<file path="src/rtl/code_gen.sv">
// Combination generator for the joystick lock checker: LFSR-sourced 3-bit digits,
// no two adjacent digits equal, armed with a timeout and a saturating solve counter.
module code_gen #(
    parameter logic [15:0] SEED           = 16'hACE1,
    parameter logic [31:0] TIMEOUT_CYCLES = 32'd50_000_000,
    parameter int          CNT_W          = 8
) (
    input  logic             clk,
    input  logic             reset,
    input  logic             gen_req,
    input  logic             pass_flag,
    output logic [2:0]       num_1,
    output logic [2:0]       num_2,
    output logic [2:0]       num_3,
    output logic [2:0]       num_4,
    output logic             code_valid,
    output logic             solved,
    output logic             timeout_pulse,
    output logic             checker_rst_n,
    output logic [CNT_W-1:0] solve_count
);

    typedef enum logic [1:0] {IDLE, GEN, ARMED, SOLVED} state_t;

    state_t      state;
    logic [15:0] lfsr;
    logic [15:0] lfsr_next;
    logic [2:0]  shadow [4];
    logic [1:0]  idx;
    logic [31:0] timer;
    logic [2:0]  cand;
    logic        cand_ok;

    // Galois right-shift; an all-zero register would lock up, so it reloads the seed
    always_comb begin
        lfsr_next = '0;
        if (lfsr == 16'h0000)
            lfsr_next = SEED;
        else if (lfsr[0])
            lfsr_next = (lfsr >> 1) ^ 16'hB400;
        else
            lfsr_next = lfsr >> 1;
    end

    always_comb begin
        cand    = lfsr[2:0];
        cand_ok = (idx == 2'd0) || (cand != shadow[idx - 2'd1]);
    end

    always_ff @(posedge clk) begin
        if (reset) begin
            state         <= IDLE;
            lfsr          <= SEED;
            shadow        <= '{default: '0};
            idx           <= '0;
            timer         <= '0;
            num_1         <= '0;
            num_2         <= '0;
            num_3         <= '0;
            num_4         <= '0;
            code_valid    <= 1'b0;
            solved        <= 1'b0;
            timeout_pulse <= 1'b0;
            checker_rst_n <= 1'b0;
            solve_count   <= '0;
        end else begin
            lfsr          <= lfsr_next;
            timeout_pulse <= 1'b0;
            case (state)
                IDLE: begin
                    code_valid    <= 1'b0;
                    checker_rst_n <= 1'b1;
                    if (gen_req) begin
                        state         <= GEN;
                        idx           <= '0;
                        checker_rst_n <= 1'b0;
                    end
                end
                GEN: begin
                    code_valid    <= 1'b0;
                    checker_rst_n <= 1'b0;
                    shadow[idx]   <= cand;
                    if (cand_ok) begin
                        if (idx == 2'd3) begin
                            // last digit goes straight to num_4 so the whole code lands in one edge
                            num_1         <= shadow[0];
                            num_2         <= shadow[1];
                            num_3         <= shadow[2];
                            num_4         <= cand;
                            state         <= ARMED;
                            code_valid    <= 1'b1;
                            checker_rst_n <= 1'b1;
                            timer         <= '0;
                        end else begin
                            idx <= idx + 2'd1;
                        end
                    end
                end
                ARMED: begin
                    if (pass_flag) begin
                        state      <= SOLVED;
                        code_valid <= 1'b0;
                        solved     <= 1'b1;
                        if (solve_count != '1)
                            solve_count <= solve_count + CNT_W'(1);
                    end else if (timer == TIMEOUT_CYCLES - 32'd1) begin
                        state         <= GEN;
                        idx           <= '0;
                        timer         <= '0;
                        timeout_pulse <= 1'b1;
                        code_valid    <= 1'b0;
                        checker_rst_n <= 1'b0;
                    end else if (gen_req) begin
                        state         <= GEN;
                        idx           <= '0;
                        timer         <= '0;
                        code_valid    <= 1'b0;
                        checker_rst_n <= 1'b0;
                    end else begin
                        timer <= timer + 32'd1;
                    end
                end
                SOLVED: begin
                    code_valid <= 1'b0;
                    if (gen_req) begin
                        state         <= GEN;
                        idx           <= '0;
                        solved        <= 1'b0;
                        checker_rst_n <= 1'b0;
                    end
                end
                default: state <= IDLE;
            endcase
        end
    end

endmodule

</file>
<file path="config.mk">
export PLATFORM = sky130hd
export DESIGN_NAME = code_gen
export DESIGN_NICKNAME = d
export VERILOG_FILES = /design/src/rtl/code_gen.sv
export SDC_FILE = /design/constraint.sdc
export NUM_CORES = 1
export LEC_CHECK = 0
export BUFFER_PORTS_ARGS = -buffer_cell sky130_fd_sc_hd__buf_2
export CORE_MARGIN = 8
export CORE_UTILIZATION = 54
export DETAILED_ROUTE_END_ITERATION = 10
export PLACE_DENSITY = 0.77
export SLEW_MARGIN = 5
export SYNTH_ARGS = -nofsm -noshare
export SYNTH_HDL_FRONTEND = slang
export SYNTH_SLANG_ARGS = --single-unit
export TNS_END_PERCENT = 50
</file>
<file path="constraint.sdc">
create_clock -name clk -period 2.8 [get_ports clk]
set_input_delay 0.14 -clock clk [delete_from_list [all_inputs] [get_ports clk]]
set_output_delay 0.14 -clock clk [all_outputs]
set_load 0.03 [all_outputs]
</file>
=== Word-level counts from Yosys, hierarchy flattened ===
Cells that the tools add are included.

* Add/sub/neg operators: 4
* Bitwise logic cells: 4
* Equal/unequal tests: 14
* Reduce and logical (&&, ||, !) cells: 16
* Mux-type cells: 39
* Divide/modulo/power cells: 0
* $mul: 0
* Magnitude comparators: 3
* Shift operators: 0

{| class="wikitable"
|+ Operator list
! cell !! number
|-
| two-way mux 32 bit || 5
|-
| case mux 32 bit (2 select lines) || 1
|-
| adder 32 x 1 -> 32 bit (second input constant) || 1
|-
| equality test 32 x 26 -> 1 bit (second input constant) || 1
|-
| two-way mux 2 bit || 10
|-
| zero test 16 bit || 1
|-
| two-way mux 16 bit || 1
|-
| bitwise mux 12 bit || 1
|-
| inequality test 2 bit (second input constant) || 6
|-
| case mux 2 bit (3 select lines) || 2
|-
| AND reduction 3 bit || 4
|-
| two-way mux 1 bit || 11
|-
| two-way mux 3 bit || 3
|-
| adder 8 x 1 -> 8 bit (second input constant) || 1
|-
| inequality test 8 bit (second input constant) || 1
|-
| binary-select mux 3 bit (select 2 bit) || 1
|-
| demux 3 bit (select 2 bit) || 1
|-
| equality test 2 bit (second input constant) || 3
|-
| greater-or-equal comparator 3 bit (second input constant) || 2
|-
| inverter 2 -> 3 bit || 2
|-
| zero test 2 bit || 2
|-
| inequality test 4 bit (second input constant) || 1
|-
| inverter 3 -> 4 bit || 1
|-
| case mux 1 bit (4 select lines) || 1
|-
| other kinds (15) || 17
|}

* Register bits after elaboration: 88
* Output and inout bits: 24
* Bits in latches: 0
* Word-level logic and storage cells: 97
* Memories: 0
* Input bits: 4
* Bits in writable memories: 0
* Bits in read-only memories: 0

=== Depth between registers and ports, before layout ===
Gate-level depths: netlist of the first run.

* Depth in word-level cells: 9
* Depth in mapped cells: 12
* Mapped depth without buffers: 8

=== Least setup slack after synthesis of the first run ===
No wires, ideal clock.

* Path type: register -> register
* Start: register idx[0]
* End: register timer[23]
* Stages on the path, launching flop included: 12
* Setup slack: -39 ps
* Arrival: 2769 ps
* Clock period less this slack: 2839 ps
* Buffers on the path: 3
* Path through: dfxtp_1 > buf_2 > inv_1 > ha_1 > buf_6 > mux4_2 > xnor2_2 > and2_4 > a21o_4 > buf_6 > or4_1 > a21oi_1

* Word-level cells in the longest chain between the ends: 9

{| class="wikitable"
|+ RTL lines
! what !! RTL line !! source
|-
| start, declared || 29 || <nowiki>logic [1:0] idx;</nowiki>
|-
| start signal, assigned || 95 || <nowiki>idx <= idx + 2'd1;</nowiki>
|-
| subtractor 2 x 1 -> 2 bit || 47 || <nowiki>cand_ok = (idx == 2'd0) || (cand != shadow[idx - 2'd1]);</nowiki>
|-
| inverter 2 -> 3 bit (not written as such) || 47 ||
|-
| binary-select mux 3 bit (select 2 bit) || 47 ||
|-
| two-way mux 3 bit (not written as such) (2 in a row) || 47 ||
|-
| inequality test 3 bit || 47 ||
|-
| logical OR 1 bit || 47 ||
|-
| inequality test 2 bit (no line) || - ||
|-
| AND reduction 4 bit (no line) (*) || - ||
|-
| end signal, assigned || 120 || <nowiki>timer <= timer + 32'd1;</nowiki>
|-
| end, declared || 30 || <nowiki>logic [31:0] timer;</nowiki>
|}

Mark *: on every way between the ends. The rest lies on a longest branch, timed or not. The select of a mux whose other input is x is not followed.
A chain may end at the register's enable or synchronous reset.

=== Worst setup path after layout of the first run ===
* Start: register idx[0]
* End: register timer[25]

The elaborated chain is that of the path after synthesis.

==> impl_results.md, run 1 <==
- Status: finished clean
- Layout Skew: 8.63 ps
- Cells after synthesis: approximately 490
- I/O Buffers: 27
- Synth top area share: 41.9%
- CTS tree: done
- CP Capture Type: flop
- Fin crit period: 2730 ps
- Post-CTS setup buffer count: 0
- Via count: about 3800
- Inst Count DP: about 600
- H-tree depth: 3
- FF/Latch Area: ~1800 sq um
- Leak pwr: approximately 1.7 nW
- Syn Nets: 500
- Library cells used by synthesis: 56
- Cell Int Power: 1.70 mW
- Final instance area: 4730 sq um
- Ant diodes: 0
- Crit path kind: flop to flop
- Via density: roughly 6
- Yosys top cell by area: dfxtp_1
- Register area share after synthesis: between 40% and 50%
- Initial antenna violation count: 0
- Final setup violation count: 0
- GRT Resource Usage Total: a little under a fifth
- Clock-pin slew of the registers on the worst-case setup and hold paths: 90 ps
- DRC: 0
- Hold Path Class: input pin to flop
- Chip width: 104 um
- Area occupied by multi-input gates: between 2000 and 2500 sq um
- Worst path arrival time: ~3000 ps
- Commonest non-fill, non-tap cell in the layout: dfxtp_1
- DPL Wire Length: 6.80 mm
- First-pass detailed-route iteration total: 4
- Grt ovf: 0
- I/O pin count: 28
- Vias in the first global route: 3624
- Syn avg cell area: a little under 9 sq um
- Fin crit share: between 90% and 100%
- Final slew viol count: 0
- Wirelength per Cell: ~16 um
- DR iter-0 viols: ~170
- Gp weighted congestion: slightly above 0.8
- Largest net degree at the start of global routing: 42
- Synth-to-layout area growth: 12.6%
- FILL cells: 641
- Maximum vdd drop: approximately 0.00034 V
- Worst-Margin Slew: approximately 700 ps
- Final hold viol count: 0
- Post-synth EDFFs: 0
- Routed Antenna Nets: 0
- Max Cap Viol: 0
- Combinational power share: roughly a tenth
- Fin nets: around 530
- Fin cells: 625
- Routed WL: about 10 mm
- Clk pwr share: between 30% and 40%
- Placeable Area: 7650 sq um
- First-pass GRT wire length: ~17 mm
- Initial Util: about 55%
- Synth top area cells: dfxtp_1, a21oi_1, nand2_1
- Async S/R FF share, synth: 0%
- Post-synth top flop: dfxtp_1
- Clock Sinks: 88
- Die area: 10900 sq um
- Sw frac: approximately 28%
- Root Driver: clkbuf_8
- Clock Tree Buf Depth: 2
- RSZ-0062 raised after global routing: no
- Yosys warning total: 0
- Synth Register Bits: between 80 and 90
- Sequential power share: 55.0%
- Rel. slew slack: between 50% and 60%
- Row count: 32
- Pwr Density: around 500 nW/um^2
- Most frequent cells in the layout: dfxtp_1, nand2_1, a21oi_1
- NetSw: about 650 uW
- Placed Area: between 4000 and 5000 sq um
- Share of cells above drive strength 1: between 10% and 20%
- CTS Buf Count: 9
- CP startpoint kind: flop
- Synth Cell Area: 4200 sq um
- Skew-Pair Late Insertion Delay: 370 ps
- Peak Freq: 367 MHz
- Die H: 104 um
- CP max FO: 12
- CP required: a little over 3000 ps
==> synthesized netlist by cell type, drive strengths merged, types with 2 or more instances <==
cell type / n
dfxtp: 88
a31oi: 3
mux2i: 16
o2bb2ai: 2
a21o: 8
and3: 9
buf: 12
o21ai: 22
nor2: 35
ha: 11
nor4: 10
nand4: 16
xnor2: 6
clkbuf: 18
and2: 9
nor3: 16
o32ai: 2
o31ai: 7
nor2b: 3
inv: 12
mux4: 2
a32o: 12
or2: 3
or3: 5
or4: 7
xor2: 5
and4: 5
nand3: 26
nor3b: 4
nand2: 47
nand2b: 7
a211oi: 2
a21oi: 38
nand3b: 4
==> kinds of logic (layout without fill, tap and decap cells) <==
family / count (synthesis) / in the layout / share of synthesized area, %
adder cells (fa/ha/maj): 11 / 11 / 3.28
buffers and inverters: 42 / 80 / 4.29
multiplexers: 19 / 19 / 5.15
flip-flops: 88 / 88 / 41.9
AND/OR/NAND/NOR: 209 / 209 / 26.2
AO/OA/AOI/OAI: 105 / 105 / 16.6
XOR/XNOR: 11 / 11 / 2.47
==> layout make-up <==
type                       count  share of cell area [%]
timing repair buffer          52                    7.09
sequential                    88                    37.3
clock inverter                 7                    1.14
tap                          102                    2.70
clock buffer                   9                    2.62
multi-input combinational    355                    48.2
inverter                      12                   0.952
==> state kept, by name (all words and copies together) (netlist names), 3 cells and up <==
register / count
num_4: 3
num_1: 3
num_2: 3
timer: 32
num_3: 3
shadow: 12
lfsr: 16
solve_count: 8
==> metal layers <==
layer | share of wire [%] | track usage [%] | wire length, um
met5 | 0 | 0 | 0
met4 | 1.8 | 7.76 | 180
met3 | 3.9 | 3.28 | 385
met2 | 50 | 31.7 | 4940
met1 | 44 | 22.5 | 4390
==> per-stage QoR <==
stage / setup slack [ps] / power, mW / TNS [ps] / hold slack, ps / util (%)
global placement: -49.7 / 1.54 / -616 / 436 / 59.2
detailed placement: -229 / 1.55 / -2880 / 436 / 59.2
finish: 73.6 / 2.35 / 0 / 54.0 / 61.8
CTS: 62.1 / 2.36 / 0 / 42.9 / 61.7
floorplan: 1.69 / 1.48 / 0 / 219 / -
global route: 10.4 / 2.44 / 0 / 49.3 / 61.8
==> repair_timing <==
action                     4_1_cts  5_1_grt
gates resized for setup          3        3
hold buffers                     0        0
setup endpoints to repair       20        3
pin swaps                        0        1
==> path summary, 6_finish.rpt <==
| path | from | endpoint | slack, ps | cells past startpoint |
|---|---|---|---|---|
| worst min-delay path | pass_flag | timeout_pulse$_SDFF_PP0_ | 50 | 2 |
| worst max register to register | idx[0]$_SDFFE_PP0P_ | timer[25]$_SDFFE_PP0P_ | 70 | 9 |
| worst min register to register | lfsr[12]$_SDFF_PP0_ | lfsr[11]$_SDFF_PP1_ | 460 | 1 |
| worst max-delay path | idx[0]$_SDFFE_PP0P_ | timer[25]$_SDFFE_PP0P_ | 70 | 9 |
==> power by group through the flow <==
stage	logic, mW	registers, mW	clock network, mW
after floorplan	0.167	1.32	0
after global placement	0.224	1.32	0
after detailed placement	0.231	1.32	0
after CTS	0.240	1.29	0.825
after global routing	0.265	1.30	0.876
final	0.241	1.29	0.817
==> critical path: stages, from the launching register on <==
cell and delay, ps:
dfxtp_1 350, inv_1 80, ha_4 310, mux4_2 540
xnor2_2 160, and2_4 160, a21o_4 230, buf_4 170
or4_1 500, a21oi_1 170
Note: power is estimated with default switching activity, not from simulation.
==> run 2, diff against run 1 <==
--- a/config.mk
+++ b/config.mk
@@ -9,7 +9,9 @@
 export CORE_MARGIN = 8
 export CORE_UTILIZATION = 54
 export DETAILED_ROUTE_END_ITERATION = 10
-export PLACE_DENSITY = 0.77
+export HOLD_SLACK_MARGIN = 0.08
+export PLACE_DENSITY = 0.76
+export SETUP_SLACK_MARGIN = 0.1
 export SLEW_MARGIN = 5
 export SYNTH_ARGS = -nofsm -noshare
 export SYNTH_HDL_FRONTEND = slang
==> run 2 against run 1 <==
Compared with the run above:
- core utilization is 1.2 points higher
- combinational power is 4% higher
- first-iteration DRC count is 66% higher
==> impl_results.md, run 2 (synthesized netlist as in run 1, its figures left out) <==
- Worst path arrival time: between 2000 and 3000 ps
- Final setup violation count: 0
- Share of cells above drive strength 1: around 16%
- Via count: roughly 3700
- Placed Area: ~4500 sq um
- Most frequent cells in the layout: dfxtp_1, nand2_1, a21oi_1
- CP max FO: 7
- Fin nets: 532
- Routed Antenna Nets: 0
- H-tree depth: 3
- FILL cells: between 600 and 700
- Leak pwr: 1.73 nW
- Hold Crit Endpoint: lfsr[13]$_SDFF_PP1_
- Fin cells: between 600 and 700
- Status: finished clean
- Reg2Reg Capture Point: timer[25]$_SDFFE_PP0P_
- Placeable Area: ~7600 sq um
- I/O pin count: 28
- Clock Sinks: 88
- Reg2Reg Setup Slack: ~140 ps
- Setup WS post-layout: ~140 ps
- Grt ovf: 0
- Synth-to-layout area growth: 14.9%
- Clock-pin slew of the registers on the worst-case setup and hold paths: 90 ps
- Final instance area: slightly below 5000 sq um
- Routed WL: ~10 mm
- CTS tree: done
- Worst hold stages: 3
- Biggest regs: timer (32), lfsr (16), shadow (12)
- Final slew viol count: 0
- CP Capture Type: flop
- Largest net degree at the start of global routing: between 60 and 70
- Clock Tree Buf Depth: 2
- Reg-to-Reg Start: idx[1]$_SDFFE_PP0P_
- Root Driver: clkbuf_8
- First-pass detailed-route iteration total: 6
- Wirelength per Cell: between 15 and 20 um
- CP startpoint kind: flop
- Inst Count DP: approximately 600
- Rel. slew slack: about half
- Row count: 32
- Max Cap Viol: 0
- I/O Buffers: 27
- Worst hold slack: approximately 100 ps
- Flip-flop count of the largest register after layout: 32
- Biggest register: timer
- Initial Util: a little over half
- First-pass GRT wire length: ~17 mm
- Pre-CTS setup slack: -35.3 ps
- Skew-Pair Late Insertion Delay: ~360 ps
- Worst-Margin Slew: roughly 730 ps
- Pwr Density: between 500 and 600 nW/um^2
- DRC: 0
- Vias in the first global route: between 3000 and 4000
- DR iter-0 viols: roughly 290
- FF-to-FF path depth: 8
- Fin crit period: approximately 2700 ps
- Total power: around 2.7 mW
- CP required: a little over 3000 ps
- Die area: between 10000 and 15000 sq um
- Initial antenna violation count: 0
- Die H: between 100 and 150 um
- HP Start: reset
- Crit path kind: flop to flop
- Maximum vdd drop: between 0.0004 and 0.0005 V
- Final hold viol count: 0
- Commonest non-fill, non-tap cell in the layout: dfxtp_1
- Hold Path Class: input pin to flop
- Peak Freq: about 380 MHz
- Ant diodes: 0
- Gp weighted congestion: between 0.8 and 0.9
- Via density: roughly 6.0
- Chip width: between 100 and 150 um
- Layout Skew: between 8 and 9 ps
- CTS Buf Count: 9
- RSZ-0062 raised after global routing: yes
- DPL Wire Length: approximately 6.5 mm
- Fin crit share: a little over nine tenths
- GRT Resource Usage Total: ~18%
run 2: cell types whose count changed in the layout (fill, tap and decap cells not counted), sizes merged:
cell / previous run / this run
clkinvlp: 3 / 0
dlygate4sd3: 0 / 1
clkinv: 2 / 0
inv: 14 / 13
bufinv: 0 / 4
buf: 52 / 48
a21o: 8 / 10
clkbuf: 9 / 10
run 2: power by group:
part | total (mW) | switching (mW) | internal [mW]
registers | 1.30 | 0.0218 | 1.27
clock network | 1.13 | 0.451 | 0.682
logic | 0.250 | 0.147 | 0.103
run 2: worst max-delay path by stage:
stage                        start                      to  slack, ps  cells after the start
2_1_floorplan  idx[0]$_SDFFE_PP0P_  timer[23]$_SDFFE_PP0P_        100                     11
3_3_place_gp   idx[1]$_SDFFE_PP0P_  timer[28]$_SDFFE_PP0P_         80                      8
3_5_place_dp   idx[1]$_SDFFE_PP0P_  timer[27]$_SDFFE_PP0P_        -40                      8
4_1_cts        idx[1]$_SDFFE_PP0P_  timer[25]$_SDFFE_PP0P_        110                      8
5_1_grt        idx[1]$_SDFFE_PP0P_  timer[25]$_SDFFE_PP0P_         30                      8
6_report       idx[1]$_SDFFE_PP0P_  timer[25]$_SDFFE_PP0P_        140                      8
run 2: timing repair:
action	in CTS	in global routing
endpoints found under the setup margin	27	17
hold endpoints to repair	1	0
hold buffers	1	0
pin swaps	1	3
gates cloned	1	1
setup buffers	0	4
gates resized for setup	3	3
run 2: final cells by class:
cell class | instances | area, sq um | share of cell area [%]
Multi-Input combinational cell | 357 | 2320 | 48.0
Sequential cell | 88 | 1760 | 36.6
Timing Repair Buffer | 49 | 315 | 6.54
Clock inverter | 5 | 129 | 2.67
Clock buffer | 10 | 128 | 2.65
Tap cell | 102 | 128 | 2.65
Inverter | 12 | 45.0 | 0.934
run 2: critical path: stages (launching register included):
cell and delay (ps):
dfxtp_2 350, inv_1 90, ha_4 330, mux4_2 550
xnor2_2 170, and2_4 190, a21o_4 230, or4_1 510
a21oi_1 160
run 2: metrics by stage:
stage / utilization (%) / setup TNS, ps
6_report: 63.1 / 0
5_1_grt: 63.1 / 0
4_1_cts: 62.1 / 0
3_5_place_dp: 58.3 / -87.4
3_3_place_gp: 58.3 / 0
2_1_floorplan: - / 0
run 2: metal layers:
metal / share of wire, % / track usage [%]
met2: 49 / 30.9
met1: 44 / 21.8
met5: 0 / 0
met3: 5.3 / 3.47
met4: 1.7 / 7.76
